===== config.mk =====
export PLATFORM = sky130hd
export DESIGN_NAME = pe_column_sequencer_flat
export DESIGN_NICKNAME = d
export VERILOG_FILES = /design/src/rtl/pe_column_sequencer_if.sv /design/src/rtl/pe_column_sequencer.sv /design/src/flat_wrapper.sv
export SDC_FILE = /design/constraint.sdc
export NUM_CORES = 1
export LEC_CHECK = 0
export CORE_MARGIN = 1
export CORE_UTILIZATION = 45
export CTS_BUF_LIST = sky130_fd_sc_hd__clkbuf_2 sky130_fd_sc_hd__clkbuf_4 sky130_fd_sc_hd__clkbuf_8
export DETAILED_ROUTE_END_ITERATION = 10
export DONT_BUFFER_PORTS = 1
export REMOVE_ABC_BUFFERS = 1
export SLEW_MARGIN = 10
export SYNTH_ARGS = -nofsm -noshare
export SYNTH_HDL_FRONTEND = slang
export SYNTH_SLANG_ARGS = --single-unit

===== constraint.sdc =====
create_clock -name CLK -period 2.8 [get_ports CLK]
set_clock_uncertainty 0.05 [all_clocks]
set_input_delay 0.56 -clock CLK [delete_from_list [all_inputs] [get_ports CLK]]
set_output_delay 0.56 -clock CLK [all_outputs]
set_load 0.05 [all_outputs]

===== src/rtl/pe_column_sequencer_if.sv =====
// ---------------------------------------------------------------------------
// pe_column_sequencer_if
//   Bundles the job, load, PE-column and result signals of one PE column
//   sequencer.
//   master : the sequencer (drives the PE column and the result port)
//   slave  : dispatcher / PE column / result consumer side
//
//   job_valid/job_ready/job_len         job request handshake
//   ld_valid/ld_ready/ld_kernel/ld_neuron  load beats from the global buffer
//   controlSignal/kernelOut/neuronOut   column-wide PE drive
//   colAdderIn/colAdderOut              top PE adder input, bottom PE output
//   res_valid/res_ready/res_data        accumulated column result
// ---------------------------------------------------------------------------
interface pe_column_sequencer_if #(
    parameter int W      = 16,
    parameter int A      = 7,
    parameter int CTR_IP = 8
);
    logic              job_valid;
    logic              job_ready;
    logic [A:0]        job_len;
    logic              ld_valid;
    logic              ld_ready;
    logic [W-1:0]      ld_kernel;
    logic [W-1:0]      ld_neuron;
    logic [CTR_IP-1:0] controlSignal;
    logic [W-1:0]      kernelOut;
    logic [W-1:0]      neuronOut;
    logic [W-1:0]      colAdderIn;
    logic [W-1:0]      colAdderOut;
    logic              res_valid;
    logic              res_ready;
    logic [W-1:0]      res_data;

    modport master (
        input  job_valid, job_len, ld_valid, ld_kernel, ld_neuron,
               colAdderOut, res_ready,
        output job_ready, ld_ready, controlSignal, kernelOut, neuronOut,
               colAdderIn, res_valid, res_data
    );

    modport slave (
        output job_valid, job_len, ld_valid, ld_kernel, ld_neuron,
               colAdderOut, res_ready,
        input  job_ready, ld_ready, controlSignal, kernelOut, neuronOut,
               colAdderIn, res_valid, res_data
    );
endinterface


===== src/rtl/pe_column_sequencer.sv =====
// ---------------------------------------------------------------------------
// pe_column_sequencer
//   Initiator side of one PE column. Accepts a job of L MAC steps, streams L
//   kernel/neuron pairs into the PE local stores, rewinds the PE pointers,
//   issues L compute cycles and accumulates the column's bottom adder output
//   RD_LAT cycles after each compute cycle. The sum is returned on a
//   valid/ready result port.
//
//   Ports:
//     CLK    clock
//     RST_N  synchronous active-low reset
//     bus    pe_column_sequencer_if.master (job, load, PE column, result)
//
//   controlSignal[1:0]: 00 IDLE, 01 CLR, 10 LOAD, 11 COMPUTE; upper bits 0.
//
//   Build option:
//     PE_SEQ_SAT_EN  defined   -> signed saturating accumulation, sticky
//                                 until the job ends
//                    undefined -> modulo 2^W wrap accumulation
// ---------------------------------------------------------------------------
module pe_column_sequencer #(
    parameter int W      = 16,
    parameter int A      = 7,
    parameter int CTR_IP = 8,
    parameter int RD_LAT = 1
) (
    input  logic                  CLK,
    input  logic                  RST_N,
    pe_column_sequencer_if.master bus
);

    typedef enum logic [2:0] {
        S_IDLE,
        S_CLR,
        S_LOAD,
        S_CLR2,
        S_COMPUTE,
        S_DRAIN,
        S_OUTPUT
    } state_t;

    localparam logic [1:0] OP_IDLE = 2'b00;
    localparam logic [1:0] OP_CLR  = 2'b01;
    localparam logic [1:0] OP_LOAD = 2'b10;
    localparam logic [1:0] OP_COMP = 2'b11;

    state_t              r_state;
    state_t              w_next;
    logic [A:0]          r_len;
    logic [A:0]          r_cnt;
    logic [A:0]          w_cnt_inc;
    logic                w_cnt_en;
    logic [RD_LAT-1:0]   r_vld_sr;
    logic                w_sample;
    logic signed [W-1:0] r_acc;

    logic [1:0]          w_op;
    logic [W-1:0]        w_kernel;
    logic [W-1:0]        w_neuron;
    logic                w_job_ready;
    logic                w_ld_ready;
    logic                w_res_valid;

`ifdef PE_SEQ_SAT_EN
    logic                r_sat;

    function automatic logic signed [W-1:0] sat_add(
        input logic signed [W-1:0] a,
        input logic signed [W-1:0] b
    );
        logic signed [W:0] s;
        s = {a[W-1], a} + {b[W-1], b};
        if (s[W] != s[W-1])
            return s[W] ? {1'b1, {(W-1){1'b0}}} : {1'b0, {(W-1){1'b1}}};
        return s[W-1:0];
    endfunction

    function automatic logic sat_ovf(
        input logic signed [W-1:0] a,
        input logic signed [W-1:0] b
    );
        logic signed [W:0] s;
        s = {a[W-1], a} + {b[W-1], b};
        return s[W] != s[W-1];
    endfunction
`else
    function automatic logic signed [W-1:0] wrap_add(
        input logic signed [W-1:0] a,
        input logic signed [W-1:0] b
    );
        return a + b;
    endfunction
`endif

    assign w_cnt_inc = r_cnt + (A+1)'(1);
    // The MSB of the valid shift register lines up with the adder output of
    // the compute cycle issued RD_LAT cycles earlier.
    assign w_sample  = r_vld_sr[RD_LAT-1];

    // Next-state and column drive
    always_comb begin
        w_next      = r_state;
        w_op        = OP_IDLE;
        w_kernel    = '0;
        w_neuron    = '0;
        w_job_ready = 1'b0;
        w_ld_ready  = 1'b0;
        w_res_valid = 1'b0;
        w_cnt_en    = 1'b0;
        case (r_state)
            S_IDLE: begin
                w_job_ready = 1'b1;
                if (bus.job_valid)
                    w_next = S_CLR;
            end
            S_CLR: begin
                w_op   = OP_CLR;
                w_next = (r_len == '0) ? S_OUTPUT : S_LOAD;
            end
            S_LOAD: begin
                w_ld_ready = 1'b1;
                if (bus.ld_valid) begin
                    w_op     = OP_LOAD;
                    w_kernel = bus.ld_kernel;
                    w_neuron = bus.ld_neuron;
                    w_cnt_en = 1'b1;
                    if (w_cnt_inc == r_len)
                        w_next = S_CLR2;
                end
            end
            S_CLR2: begin
                w_op   = OP_CLR;
                w_next = S_COMPUTE;
            end
            S_COMPUTE: begin
                w_op     = OP_COMP;
                w_cnt_en = 1'b1;
                if (w_cnt_inc == r_len)
                    w_next = S_DRAIN;
            end
            S_DRAIN: begin
                w_cnt_en = 1'b1;
                if (r_cnt == (A+1)'(RD_LAT - 1))
                    w_next = S_OUTPUT;
            end
            S_OUTPUT: begin
                w_res_valid = 1'b1;
                if (bus.res_ready)
                    w_next = S_IDLE;
            end
            default: w_next = S_IDLE;
        endcase
    end

    // State, counters, sample pipeline and accumulator
    always_ff @(posedge CLK) begin
        if (!RST_N) begin
            r_state  <= S_IDLE;
            r_len    <= '0;
            r_cnt    <= '0;
            r_vld_sr <= '0;
            r_acc    <= '0;
`ifdef PE_SEQ_SAT_EN
            r_sat    <= 1'b0;
`endif
        end else begin
            r_state  <= w_next;
            r_vld_sr <= (r_vld_sr << 1) | RD_LAT'(r_state == S_COMPUTE);

            // One counter serves load beats, compute cycles and drain cycles;
            // it restarts on every state change.
            if (w_next != r_state)
                r_cnt <= '0;
            else if (w_cnt_en)
                r_cnt <= w_cnt_inc;

            if (r_state == S_IDLE && bus.job_valid) begin
                r_len <= bus.job_len;
                r_acc <= '0;
`ifdef PE_SEQ_SAT_EN
                r_sat <= 1'b0;
`endif
            end else if (w_sample) begin
`ifdef PE_SEQ_SAT_EN
                // Once clamped, the accumulator holds for the rest of the job.
                if (!r_sat) begin
                    r_acc <= sat_add(r_acc, $signed(bus.colAdderOut));
                    r_sat <= sat_ovf(r_acc, $signed(bus.colAdderOut));
                end
`else
                r_acc <= wrap_add(r_acc, $signed(bus.colAdderOut));
`endif
            end
        end
    end

    assign bus.controlSignal = CTR_IP'(w_op);
    assign bus.kernelOut     = w_kernel;
    assign bus.neuronOut     = w_neuron;
    assign bus.colAdderIn    = '0;
    assign bus.job_ready     = w_job_ready;
    assign bus.ld_ready      = w_ld_ready;
    assign bus.res_valid     = w_res_valid;
    assign bus.res_data      = r_acc;

endmodule


===== src/flat_wrapper.sv =====
// flat-port wrapper written by rule: the top's interface ports become plain ports
module pe_column_sequencer_flat 
#(
    parameter int W      = 16,
    parameter int A      = 7,
    parameter int CTR_IP = 8,
    parameter int RD_LAT = 1
)
  (CLK, RST_N, bus_job_valid, bus_job_len, bus_ld_valid, bus_ld_kernel, bus_ld_neuron, bus_colAdderOut, bus_res_ready, bus_job_ready, bus_ld_ready, bus_controlSignal, bus_kernelOut, bus_neuronOut, bus_colAdderIn, bus_res_valid, bus_res_data);
  pe_column_sequencer_if #(.W(W), .A(A), .CTR_IP(CTR_IP)) bus_i ();
  input  logic CLK;
  input  logic RST_N;
  input wire logic [$bits(bus_i.job_valid)-1:0] bus_job_valid;
  input wire logic [$bits(bus_i.job_len)-1:0] bus_job_len;
  input wire logic [$bits(bus_i.ld_valid)-1:0] bus_ld_valid;
  input wire logic [$bits(bus_i.ld_kernel)-1:0] bus_ld_kernel;
  input wire logic [$bits(bus_i.ld_neuron)-1:0] bus_ld_neuron;
  input wire logic [$bits(bus_i.colAdderOut)-1:0] bus_colAdderOut;
  input wire logic [$bits(bus_i.res_ready)-1:0] bus_res_ready;
  output wire logic [$bits(bus_i.job_ready)-1:0] bus_job_ready;
  output wire logic [$bits(bus_i.ld_ready)-1:0] bus_ld_ready;
  output wire logic [$bits(bus_i.controlSignal)-1:0] bus_controlSignal;
  output wire logic [$bits(bus_i.kernelOut)-1:0] bus_kernelOut;
  output wire logic [$bits(bus_i.neuronOut)-1:0] bus_neuronOut;
  output wire logic [$bits(bus_i.colAdderIn)-1:0] bus_colAdderIn;
  output wire logic [$bits(bus_i.res_valid)-1:0] bus_res_valid;
  output wire logic [$bits(bus_i.res_data)-1:0] bus_res_data;
  assign bus_i.job_valid = bus_job_valid;
  assign bus_i.job_len = bus_job_len;
  assign bus_i.ld_valid = bus_ld_valid;
  assign bus_i.ld_kernel = bus_ld_kernel;
  assign bus_i.ld_neuron = bus_ld_neuron;
  assign bus_i.colAdderOut = bus_colAdderOut;
  assign bus_i.res_ready = bus_res_ready;
  assign bus_job_ready = bus_i.job_ready;
  assign bus_ld_ready = bus_i.ld_ready;
  assign bus_controlSignal = bus_i.controlSignal;
  assign bus_kernelOut = bus_i.kernelOut;
  assign bus_neuronOut = bus_i.neuronOut;
  assign bus_colAdderIn = bus_i.colAdderIn;
  assign bus_res_valid = bus_i.res_valid;
  assign bus_res_data = bus_i.res_data;
  pe_column_sequencer #(.W(W), .A(A), .CTR_IP(CTR_IP), .RD_LAT(RD_LAT)) u_core (.CLK(CLK), .RST_N(RST_N), .bus(bus_i));
endmodule

== After elaboration in Yosys (flattened, before gate mapping) ==
Index checks and enable logic that the tools add are counted.

* Register bits after elaboration: 36
* Input bits: 61
* Output and inout bits: 75
* Logic and storage cells: 43

* Add/subtract/negate cells: 2
* Eq/ne operators: 8
* Muxes and demuxes: 19
* Bitwise logic cells: 1
* Reduce and logical (&&, ||, !) cells: 8

{| class="wikitable"
|+ Operators by type and width
! kind !! count
|-
| two-way mux 16 bit || 4
|-
| two-way mux 3 bit || 7
|-
| case mux 3 bit (7 select lines) || 1
|-
| adder 16 bit || 1
|-
| zero test 8 bit || 2
|-
| == test 3 bit, second input constant || 3
|-
| adder 8 x 1 -> 8 bit, second input constant || 1
|-
| == test 8 bit || 1
|-
| OR reduction 2 bit || 4
|-
| == test 3 x 2 -> 1 bit, second input constant || 2
|-
| case mux 2 bit (3 select lines) || 1
|-
| two-way mux 1 bit || 4
|-
| == test 3 x 1 -> 1 bit, second input constant || 1
|-
| zero test 3 bit || 1
|-
| inequality test 3 bit || 1
|-
| two-way mux 2 bit || 1
|-
| case mux 1 bit (2 select lines) || 1
|-
| logical AND 1 bit || 1
|-
| NOT 1 bit || 1
|}

== Depth between registers and ports, before layout ==
Gate-level depths: netlist of run 1.

* Depth in word-level cells: 7
* Gate-level depth with buffers: 9
* Depth with buffers taken out: 9

== Worst setup path before layout of run 1 ==
Ideal clock, no wire load.

* Path type: reg-to-reg
* Start: register u_core.r_state[1]
* End: register u_core.r_acc[13] (netlist: u_core.bus.res_data[13])
* Setup time: 0.125 ns
* Arrival: 2.664 ns
* Data required time: 2.625 ns
* Slack: -0.039 ns
* Stages on the path, launching flop included: 8
* Buffers on the path: 1
* Cells stage by stage: dfxtp_1 -> nor3_1 -> nand2_1 -> and2_1 -> clkbuf_1 -> and4b_1 -> o21ai_0 -> nand3_1

* Word-level cells in the longest chain between the ends: 3

{| class="wikitable"
|+ RTL lines
! what !! RTL line !! RTL
|-
| from (decl) || pe_column_sequencer.sv:47 || <nowiki>state_t r_state;</nowiki>
|-
| from (signal assigned) || pe_column_sequencer.sv:167 || <nowiki>r_state <= w_next;</nowiki>
|-
| zero test 3 bit || pe_column_sequencer.sv:177 || <nowiki>if (r_state == S_IDLE && bus.job_valid) begin</nowiki>
|-
| logical AND 1 bit || pe_column_sequencer.sv:177 ||
|-
| OR reduction 2 bit (no source line) || -- ||
|-
| to (signal assigned) || pe_column_sequencer.sv:191 || <nowiki>r_acc <= wrap_add(r_acc, $signed(bus.colAdderOut));</nowiki>
|-
| to (decl) || pe_column_sequencer.sv:55 || <nowiki>logic signed [W-1:0] r_acc;</nowiki>
|}

No other way between the ends.
A chain may end at the register's enable or synchronous reset.

== Final worst setup path of run 1 ==
* Start: register u_core.r_state[2]
* End: output bus_kernelOut[1]

* Word-level cells in the longest chain between the ends: 2

{| class="wikitable"
|+ RTL lines
! what !! RTL line !! RTL
|-
| == test 3 x 2 -> 1 bit || pe_column_sequencer.sv:110 || <nowiki>case (r_state)</nowiki>
|-
| two-way mux 16 bit || pe_column_sequencer.sv:110 ||
|-
| to (decl) || flat_wrapper.sv:23 || <nowiki>output wire logic [$bits(bus_i.kernelOut)-1:0] bus_kernelOut;</nowiki>
|}

No other way between the ends.

==> results of run 1 <==
==> per-layer routing <==
metal  track usage  routed length, um  vias up
met5             0                  0        -
met4       0.05263                 85        0
met2        0.3628               3483      119
li1              -                  -     1262
met1        0.2454               2949     1167
met3       0.04176                503        7
==> sequential cells by signal, summed over array words and instances (netlist names) <==
name                 cells
u_core.r_cnt             8
u_core.r_len             8
u_core.r_vld_sr          1
u_core.r_state           3
u_core.bus.res_data     16
==> area by class of cell <==
type / instances / area (um2)
Clock buffer: 5 / 68.82
Clock inverter: 3 / 42.54
Fill cell: 616 / 2953
Inverter: 8 / 30.03
Multi-Input combinational cell: 307 / 1999
Sequential cell: 36 / 720.7
Tap cell: 75 / 93.84
Timing Repair Buffer: 25 / 187.7
==> placed cells by master, fill, tap and decap left out, types with 4 or more instances in the layout <==
cell type / Yosys / routed
dfxtp_1: 36 / 36
nand2b_1: 7 / 7
a211oi_1: 7 / 7
mux2i_1: 8 / 8
clkbuf_8: 0 / 5
nand3_1: 5 / 5
conb_1: 1 / 22
nor2_1: 25 / 25
a21boi_0: 10 / 10
ha_1: 17 / 17
nor3_1: 8 / 7
a31oi_1: 4 / 4
a21oi_1: 20 / 20
nand2_1: 36 / 36
and3_1: 5 / 5
xnor2_1: 17 / 17
and2_1: 36 / 36
nand3b_1: 9 / 9
buf_4: 24 / 25
inv_1: 8 / 8
o21ai_0: 17 / 16
xor2_1: 5 / 5
nor2b_1: 7 / 7
==> synthesized netlist by cell type (all sizes together), types with 5 or more instances <==
master  count  area [um2]
xor2        5       43.79
a21boi     10       75.07
nor3        8       40.04
nor2       25       93.84
and3        5       31.28
nand3       5       25.02
nand2b      7       43.79
buf        27       200.2
nor2b       7       43.79
ha         17       212.7
and2       36       225.2
o21ai      17       85.08
xnor2      17       148.9
nand3b      9       67.56
nand2      36       135.1
inv         8       30.03
dfxtp      36       720.7
clkbuf     13       48.80
a21oi      20       100.1
a211oi      8       65.06
mux2i       8       80.08
==> power by group through the flow <==
stage	logic (mW)	clock network, mW	registers (mW)
2_1_floorplan	0.488	0	0.652
3_3_place_gp	0.678	0	0.608
3_5_place_dp	0.684	0	0.609
4_1_cts	0.686	0.486	0.598
5_1_grt	0.737	0.496	0.607
6_report	0.684	0.474	0.598
==> cell families (layout without fill, tap and decap cells) <==
group           after synthesis  after routing
fa+ha+maj                    18             18
mux                           8              8
simple gates                159            159
flops                        36             36
other cells                   1             22
buf+inv                      48             41
compound gates               78             78
xor+xnor                     22             22
==> critical path, delay by kind of cell, from the launching register on <==
kind | cells | cell delay (ps)
and+or+nand+nor | 2 | 1200
DFF | 1 | 420
==> per-stage QoR <==
step	setup slack [ps]	hold WS, ps	area, um2
after floorplan	-59.10	413.9	2740
final	273.6	346.4	3143
after global placement	274.5	432.4	3032
after global routing	140.7	342.8	3143
after detailed placement	170.5	440.1	3032
after CTS	261.6	338.7	3143
==> final timing paths <==
check / from / end / depth (start not counted)
worst max-delay path: u_core.r_state[2]$_SDFF_PN0_ / bus_kernelOut[1] / 2
worst min-delay path: RST_N / u_core.r_state[2]$_SDFF_PN0_ / 1
worst max register to register: u_core.bus.res_data[0]$_SDFFE_PP0P_ / u_core.bus.res_data[12]$_SDFFE_PP0P_ / 9
worst min register to register: u_core.r_len[0]$_SDFFE_PN0P_ / u_core.r_len[0]$_SDFFE_PN0P_ / 2
==> results.toml, run 1 <==
[logic_synthesis]
synth_seq_cells = 36
yosysWarnings = 0
syn_area_um2 = 2910
synth_compound_area_frac = 0.1814
avgSynthCellArea_um2 = 7.866
synth_xor_area_frac = 0.06621
synthSimpleGateAreaFrac = 0.3001
synth_edf_count = 0
synth_flop_cell = "dfxtp_1"
synth_top_family_by_area = "simple AND/OR/NAND/NOR gates"
muxShareOfSynthArea = 0.02752
synthAdderAreaFrac = 0.07997
synth_cell_types = 55
ys_seq_area_frac = 0.2476
async_reset_ff_frac = 0
netlist_instances = 370

[run_status]
status = "finished, final reports clean"

[clock_network]
cts_made_buffers = 5
post-cts-setup-buffers = 0
cts_root_buffer = "clkbuf_8"
path_clk_slew_ps = 70
cts_tree = "done"
post_cts_resized = 0
h-tree-depth = 2
clock_latency_ps = 300
cts_buffer_depth = 2
cts.sinks = 36
hold_buffers = 0

[floorplan]
die_area_um2 = 6793
boundaryPins = 136
rows = 28
start_util = 0.4774
die_width_um = 82.42
die_h_um = 82.42
core_area_um2 = 6096

[pwr]
p_per_area_nw_per_um2 = 558.5
power.switching_mw = 0.7356
power_frac_seq = 0.341
vdd_drop_max_mv = 0.2730
power.total_mw = 1.755
internal_power_mw = 1.020
p_leak_nw = 1.282
power.switching_fraction = 0.4190
combPwrFrac = 0.389
clock_power_share = 0.270

[global_routing]
grt_usage = 0.2031
grt_max_degree = 36
antenna_found_initial = 0
overflow = 0
grt_pass1_vias = 2187
grt_pass1_wl_um = 10360

[sta]
drv_slew = 0
timing.setup.tns_ps = 0
setup_violations = 0
hold_violations = 0
tightest_slew_ps = 550.6
rsz0062_at_grt = "false"
post-route-period-util = 0.9023
max_freq_mhz = 395.8
period_minus_slack_ps = 2526
slew_headroom = 0.6355

[worst_setup_path]
critical_path_required_ps = 2190
crit_path_max_incr_delay_ps = 650
critPathKind = "register to output port"
cp_slowest_cell = "and4bb_2"
crit_chain = "and4bb_2 > and2_1"
cp-end-kind = "output port"
path_max_fanout = 35
r2r_setup_slack_ps = 360
critPathArrivalTime_ps = 1920
crit_path_start_kind = "register"

[cells_and_area]
antenna_cells = 0
syn2layout_area_growth_pct = 7.996
drive_gt1_frac = 0.1172
final_core_utilization = 0.5156
layoutNonFillerInstCount = 459
final_nets = 462

[place]
placedCellCount = 451
place.gp.congestion = 0.8842
portBuffers = 0
hpwl_um = 5559

[route]
wl_um = 7021
via_count = 2555
dr.pass1.iters = 5
drtIter0Drc = 84
drc = 0
viasPerCell = 5.566
wire_per_inst_um = 15.30
final_antenna_net_count = 0

[run]
max_cap_viol_count = 0

[hold_path]
hold_path_class = "input pin to register"
Power figures use the tool's default switching activity.
==> run 2: changes to the inputs <==
Settings changed: CORE_ASPECT_RATIO set to 0.75.
==> run 2 against run 1 <==
Net effect: global-route usage fell by 1.0 points; maximum frequency decreased by 3.4%; first-iteration DRC count up 50%; design area decreased by 2.0%; wire length decreased by 6.4%; highest routed layer unchanged; largest power group unchanged; register-to-register slack worse by 180 ps; total power decreased by 8.4%; utilization down 0.50 points; sequential share of layout area grew 0.46 points.
==> results.toml, run 2 (synthesis results as in run 1) <==
[pwr]
power.switching_fraction = 0.4362
combPwrFrac = 0.408
clock_power_share = 0.214
power_frac_seq = 0.378
p_leak_nw = 1.249
p_per_area_nw_per_um2 = 521.9
internal_power_mw = 0.9067
power.switching_mw = 0.7015
vdd_drop_max_mv = 0.2974

[worst_setup_path]
crit_chain = "nor3_2 > nand2_1 > and2_1 > and4b_1 > o21ai_0 > nand3_1"
crit_path_max_incr_delay_ps = 790
r2r-start = "u_core.r_state[0]$_SDFF_PN0_"
startpoint = "u_core.r_state[0]$_SDFF_PN0_"
path_max_fanout = 13
crit_path_start_kind = "register"
cp-end-kind = "register"
critPathArrivalTime_ps = 2740
critical_path_required_ps = 2920
cp_slowest_cell = "nor3_2"
critPathKind = "register to register"

[floorplan]
start_util = 0.4822
die_area_um2 = 6796
die_h_um = 71.65
core_area_um2 = 6036
rows = 24
boundaryPins = 136
die_width_um = 94.86

[clock_network]
hold_buffers = 0
cts_tree = "done"
cts.sinks = 36
path_clk_slew_ps = 70
clock_latency_ps = 290
post-cts-setup-buffers = 0
cts_buffer_depth = 2
cts_made_buffers = 5
h-tree-depth = 2
post_cts_resized = 0
cts_root_buffer = "clkbuf_8"

[global_routing]
grt_pass1_vias = 2136
grt_pass1_wl_um = 10320
grt_max_degree = 36
grt_usage = 0.1927
overflow = 0
antenna_found_initial = 0

[place]
portBuffers = 0
hpwl_um = 5109
place.gp.congestion = 0.7968
placedCellCount = 451
place_ws_ps = 132.7

[sta]
max_freq_mhz = 382.2
setup_violations = 0
period_minus_slack_ps = 2616
post-route-period-util = 0.9344
holdWs_ps = 359.7
slew_headroom = 0.3899
fin_ws_ps = 183.6
rsz0062_at_grt = "false"
drv_slew = 0
hold_violations = 0
tightest_slew_ps = 910.2
timing.setup.tns_ps = 0

[route]
dr.pass1.iters = 4
final_antenna_net_count = 0
via_count = 2458
drtIter0Drc = 126
wl_um = 6573
wire_per_inst_um = 14.41
drc = 0
viasPerCell = 5.390

[hold_path]
hp-start = "RST_N"
hold_path_class = "input pin to register"

[cells_and_area]
largest_reg_flops = 16
drive_gt1_frac = 0.1032
antenna_cells = 0
n_fill_cell = 604
layoutNonFillerInstCount = 456
final_nets = 459
syn2layout_area_growth_pct = 5.890
final_cell_mix = "36 x and2_1, 36 x nand2_1, 36 x dfxtp_1"

[run]
max_cap_viol_count = 0

[run_status]
status = "finished, final reports clean"
## run 2: cell count changes in the layout (fill, tap and decap cells not counted), sizes merged
cell | previous run | this run
clkinv | 1 | 0
bufinv | 1 | 0
clkinvlp | 1 | 0
buf | 25 | 22
## run 2: area by class of cell
| type | count | area (um2) | share of cell area |
|---|---|---|---|
| Timing Repair Buffer | 22 | 165.2 | 0.05359 |
| Sequential cell | 36 | 720.7 | 0.2339 |
| Clock buffer | 5 | 68.82 | 0.02233 |
| Inverter | 8 | 30.03 | 0.009744 |
| Tap cell | 78 | 97.59 | 0.03167 |
| Multi-Input combinational cell | 307 | 1999 | 0.6488 |
## run 2: worst paths after layout
check,cells after the start,to,slack (ps)
worst min-delay path,1,u_core.r_state[2]$_SDFF_PN0_,360
worst min register to register,2,u_core.r_len[3]$_SDFFE_PN0P_,460
worst max-delay path,6,u_core.bus.res_data[13]$_SDFFE_PP0P_,180
worst max register to register,6,u_core.bus.res_data[13]$_SDFFE_PP0P_,180
## run 2: layer usage
metal | part of all wire | global-route usage
met1 | 0.51 | 0.2810
met2 | 0.42 | 0.2806
met3 | 0.068 | 0.05096
met4 | 0.0084 | 0.04545
met5 | 0 | 0
## run 2: through the flow
step / util / cell area (um2) / power [mW]
after global placement: 0.4992 / 3013 / 1.272
after floorplan: - / 2740 / 1.140
after CTS: 0.5106 / 3082 / 1.622
final: 0.5106 / 3082 / 1.608
after detailed placement: 0.4992 / 3013 / 1.274
after global routing: 0.5106 / 3082 / 1.699
## run 2: power groups by stage
| stage | clock network, mW | logic [mW] | registers, mW |
|---|---|---|---|
| finish | 0.345 | 0.656 | 0.608 |
| global route | 0.377 | 0.708 | 0.613 |
| CTS | 0.357 | 0.659 | 0.606 |
| detailed placement | 0 | 0.656 | 0.618 |
| global placement | 0 | 0.656 | 0.617 |
| floorplan | 0 | 0.488 | 0.652 |
## run 2: critical path, delay by kind of cell (launching register included)
family | cells | cell delay, ps
and+or+nand+nor | 5 | 1950
DFF | 1 | 440
AOI/OAI and AO/OA | 1 | 60
==> run 3: changes to the inputs <==
Settings changed: SETUP_SLACK_MARGIN set to 0.1, SLEW_MARGIN 10 to 20.
==> run 3 against run 2 <==
Net effect: total power rose by 0.28%; highest routed layer unchanged; sequential share of layout area barely moved; clock power barely moved; critical endpoint is now bus_kernelOut[11]; maximum frequency rose by 3.1%.
==> results.toml, run 3 (synthesis results as in run 1) <==
[run_status]
status = "finished, final reports clean"

[floorplan]
die_area_um2 = 6796
core_area_um2 = 6036
die_h_um = 71.65
boundaryPins = 136
die_width_um = 94.86
rows = 24
start_util = 0.4822

[route]
final_antenna_net_count = 0
via_count = 2468
wire_per_inst_um = 14.34
drtIter0Drc = 124
dr.pass1.iters = 4
drc = 0
wl_um = 6538
viasPerCell = 5.412

[pwr]
p_per_area_nw_per_um2 = 522.3
vdd_drop_max_mv = 0.2979
power.total_mw = 1.613
p_leak_nw = 1.251

[cells_and_area]
syn2layout_area_growth_pct = 6.105
final_cell_mix = "36 x and2_1, 36 x nand2_1, 36 x dfxtp_1"
antenna_cells = 0
final_area_um2 = 3088
drive_gt1_frac = 0.1032
final_nets = 459
final_core_utilization = 0.5116
largest_reg_flops = 16

[worst_setup_path]
r2r_end = "u_core.bus.res_data[14]$_SDFFE_PP0P_"
startpoint = "u_core.r_state[0]$_SDFF_PN0_"
critPathArrivalTime_ps = 1930
crit_chain = "and4bb_2 > and2_1"
cp_slowest_cell = "and4bb_2"
crit_path_start_kind = "register"
path_max_fanout = 35
r2r_cells = 10
crit_path_max_incr_delay_ps = 650
r2r_setup_slack_ps = 320
critPathKind = "register to output port"
setup.worst_path.end = "bus_kernelOut[11]"
critical_path_required_ps = 2190
r2r-start = "u_core.bus.res_data[0]$_SDFFE_PP0P_"
cp-end-kind = "output port"

[clock_network]
hold_buffers = 0
path_clk_slew_ps = 70
cts_root_buffer = "clkbuf_8"
h-tree-depth = 2
cts_tree = "done"
cts_buffer_depth = 2
clock_latency_ps = 290
cts.sinks = 36
cts_made_buffers = 5

[place]
place_ws_ps = 132.7
hpwl_um = 5109
dpl_cell_area_um2 = 3013
portBuffers = 0
place.gp.congestion = 0.7968

[global_routing]
grt_usage = 0.1927
grt_pass1_vias = 2136
overflow = 0
grt_pass1_wl_um = 10320
antenna_found_initial = 0
grt_max_degree = 36

[sta]
drv_slew = 0
hold_violations = 0
rsz0062_at_grt = "false"
post-route-period-util = 0.9067
timing.setup.tns_ps = 0
tightest_slew_ps = 586.9
setup_violations = 0
slew_headroom = 0.6075
max_freq_mhz = 393.9
fin_ws_ps = 261.3
period_minus_slack_ps = 2539

[run]
max_cap_viol_count = 0

[hold_path]
hold_path_class = "input pin to register"
whs_path_depth = 1
run 3: worst max-delay path, delay by kind of cell, from the launching register on:
family / cells / cell delay [ps]
DFF: 1 / 450
and+or+nand+nor: 2 / 1190
run 3: layout make-up:
type | instances | area, um2
fillers | 603 | 2948
multi-input cells | 307 | 2006
flip-flops and latches | 36 | 720.7
repair buffers | 22 | 165.2
well taps | 78 | 97.59
clock buffers | 5 | 68.82
inverters | 8 | 30.03
run 3: how the worst min path moves through the flow:
| stage | start | slack [ps] | endpoint |
|---|---|---|---|
| after floorplan | u_core.r_len[6]$_SDFFE_PN0P_ | 410 | u_core.r_len[6]$_SDFFE_PN0P_ |
| after global placement | u_core.r_len[1]$_SDFFE_PN0P_ | 440 | u_core.r_len[1]$_SDFFE_PN0P_ |
| after detailed placement | u_core.r_len[3]$_SDFFE_PN0P_ | 450 | u_core.r_len[3]$_SDFFE_PN0P_ |
| after CTS | RST_N | 350 | u_core.r_state[2]$_SDFF_PN0_ |
| after global routing | bus_job_len[5] | 360 | u_core.r_len[5]$_SDFFE_PN0P_ |
| final | RST_N | 360 | u_core.r_state[2]$_SDFF_PN0_ |
run 3: power by group:
part,total [mW],switching (mW),internal [mW]
registers,0.609,0.0591,0.550
logic,0.660,0.461,0.198
clock network,0.344,0.183,0.161
run 3: repair_timing:
| action | 4_1_cts | 5_1_grt |
|---|---|---|
| endpoints found under the setup margin | 0 | 1 |
| gates resized for setup | 0 | 1 |
| setup buffers | 0 | 0 |
run 3: through the flow:
stage / std cells / hold WS [ps]
6_report: 456 / 360.0
5_1_grt: 456 / 356.2
4_1_cts: 456 / 351.7
3_5_place_dp: 451 / 450.1
3_3_place_gp: 451 / 435.8
2_1_floorplan: 351 / 413.9
run 3: metal layers:
metal  track usage  wire, um
met2        0.2806      2735
met4       0.04545        55
met5             0         0
met1        0.2810      3218
met3       0.05096       528
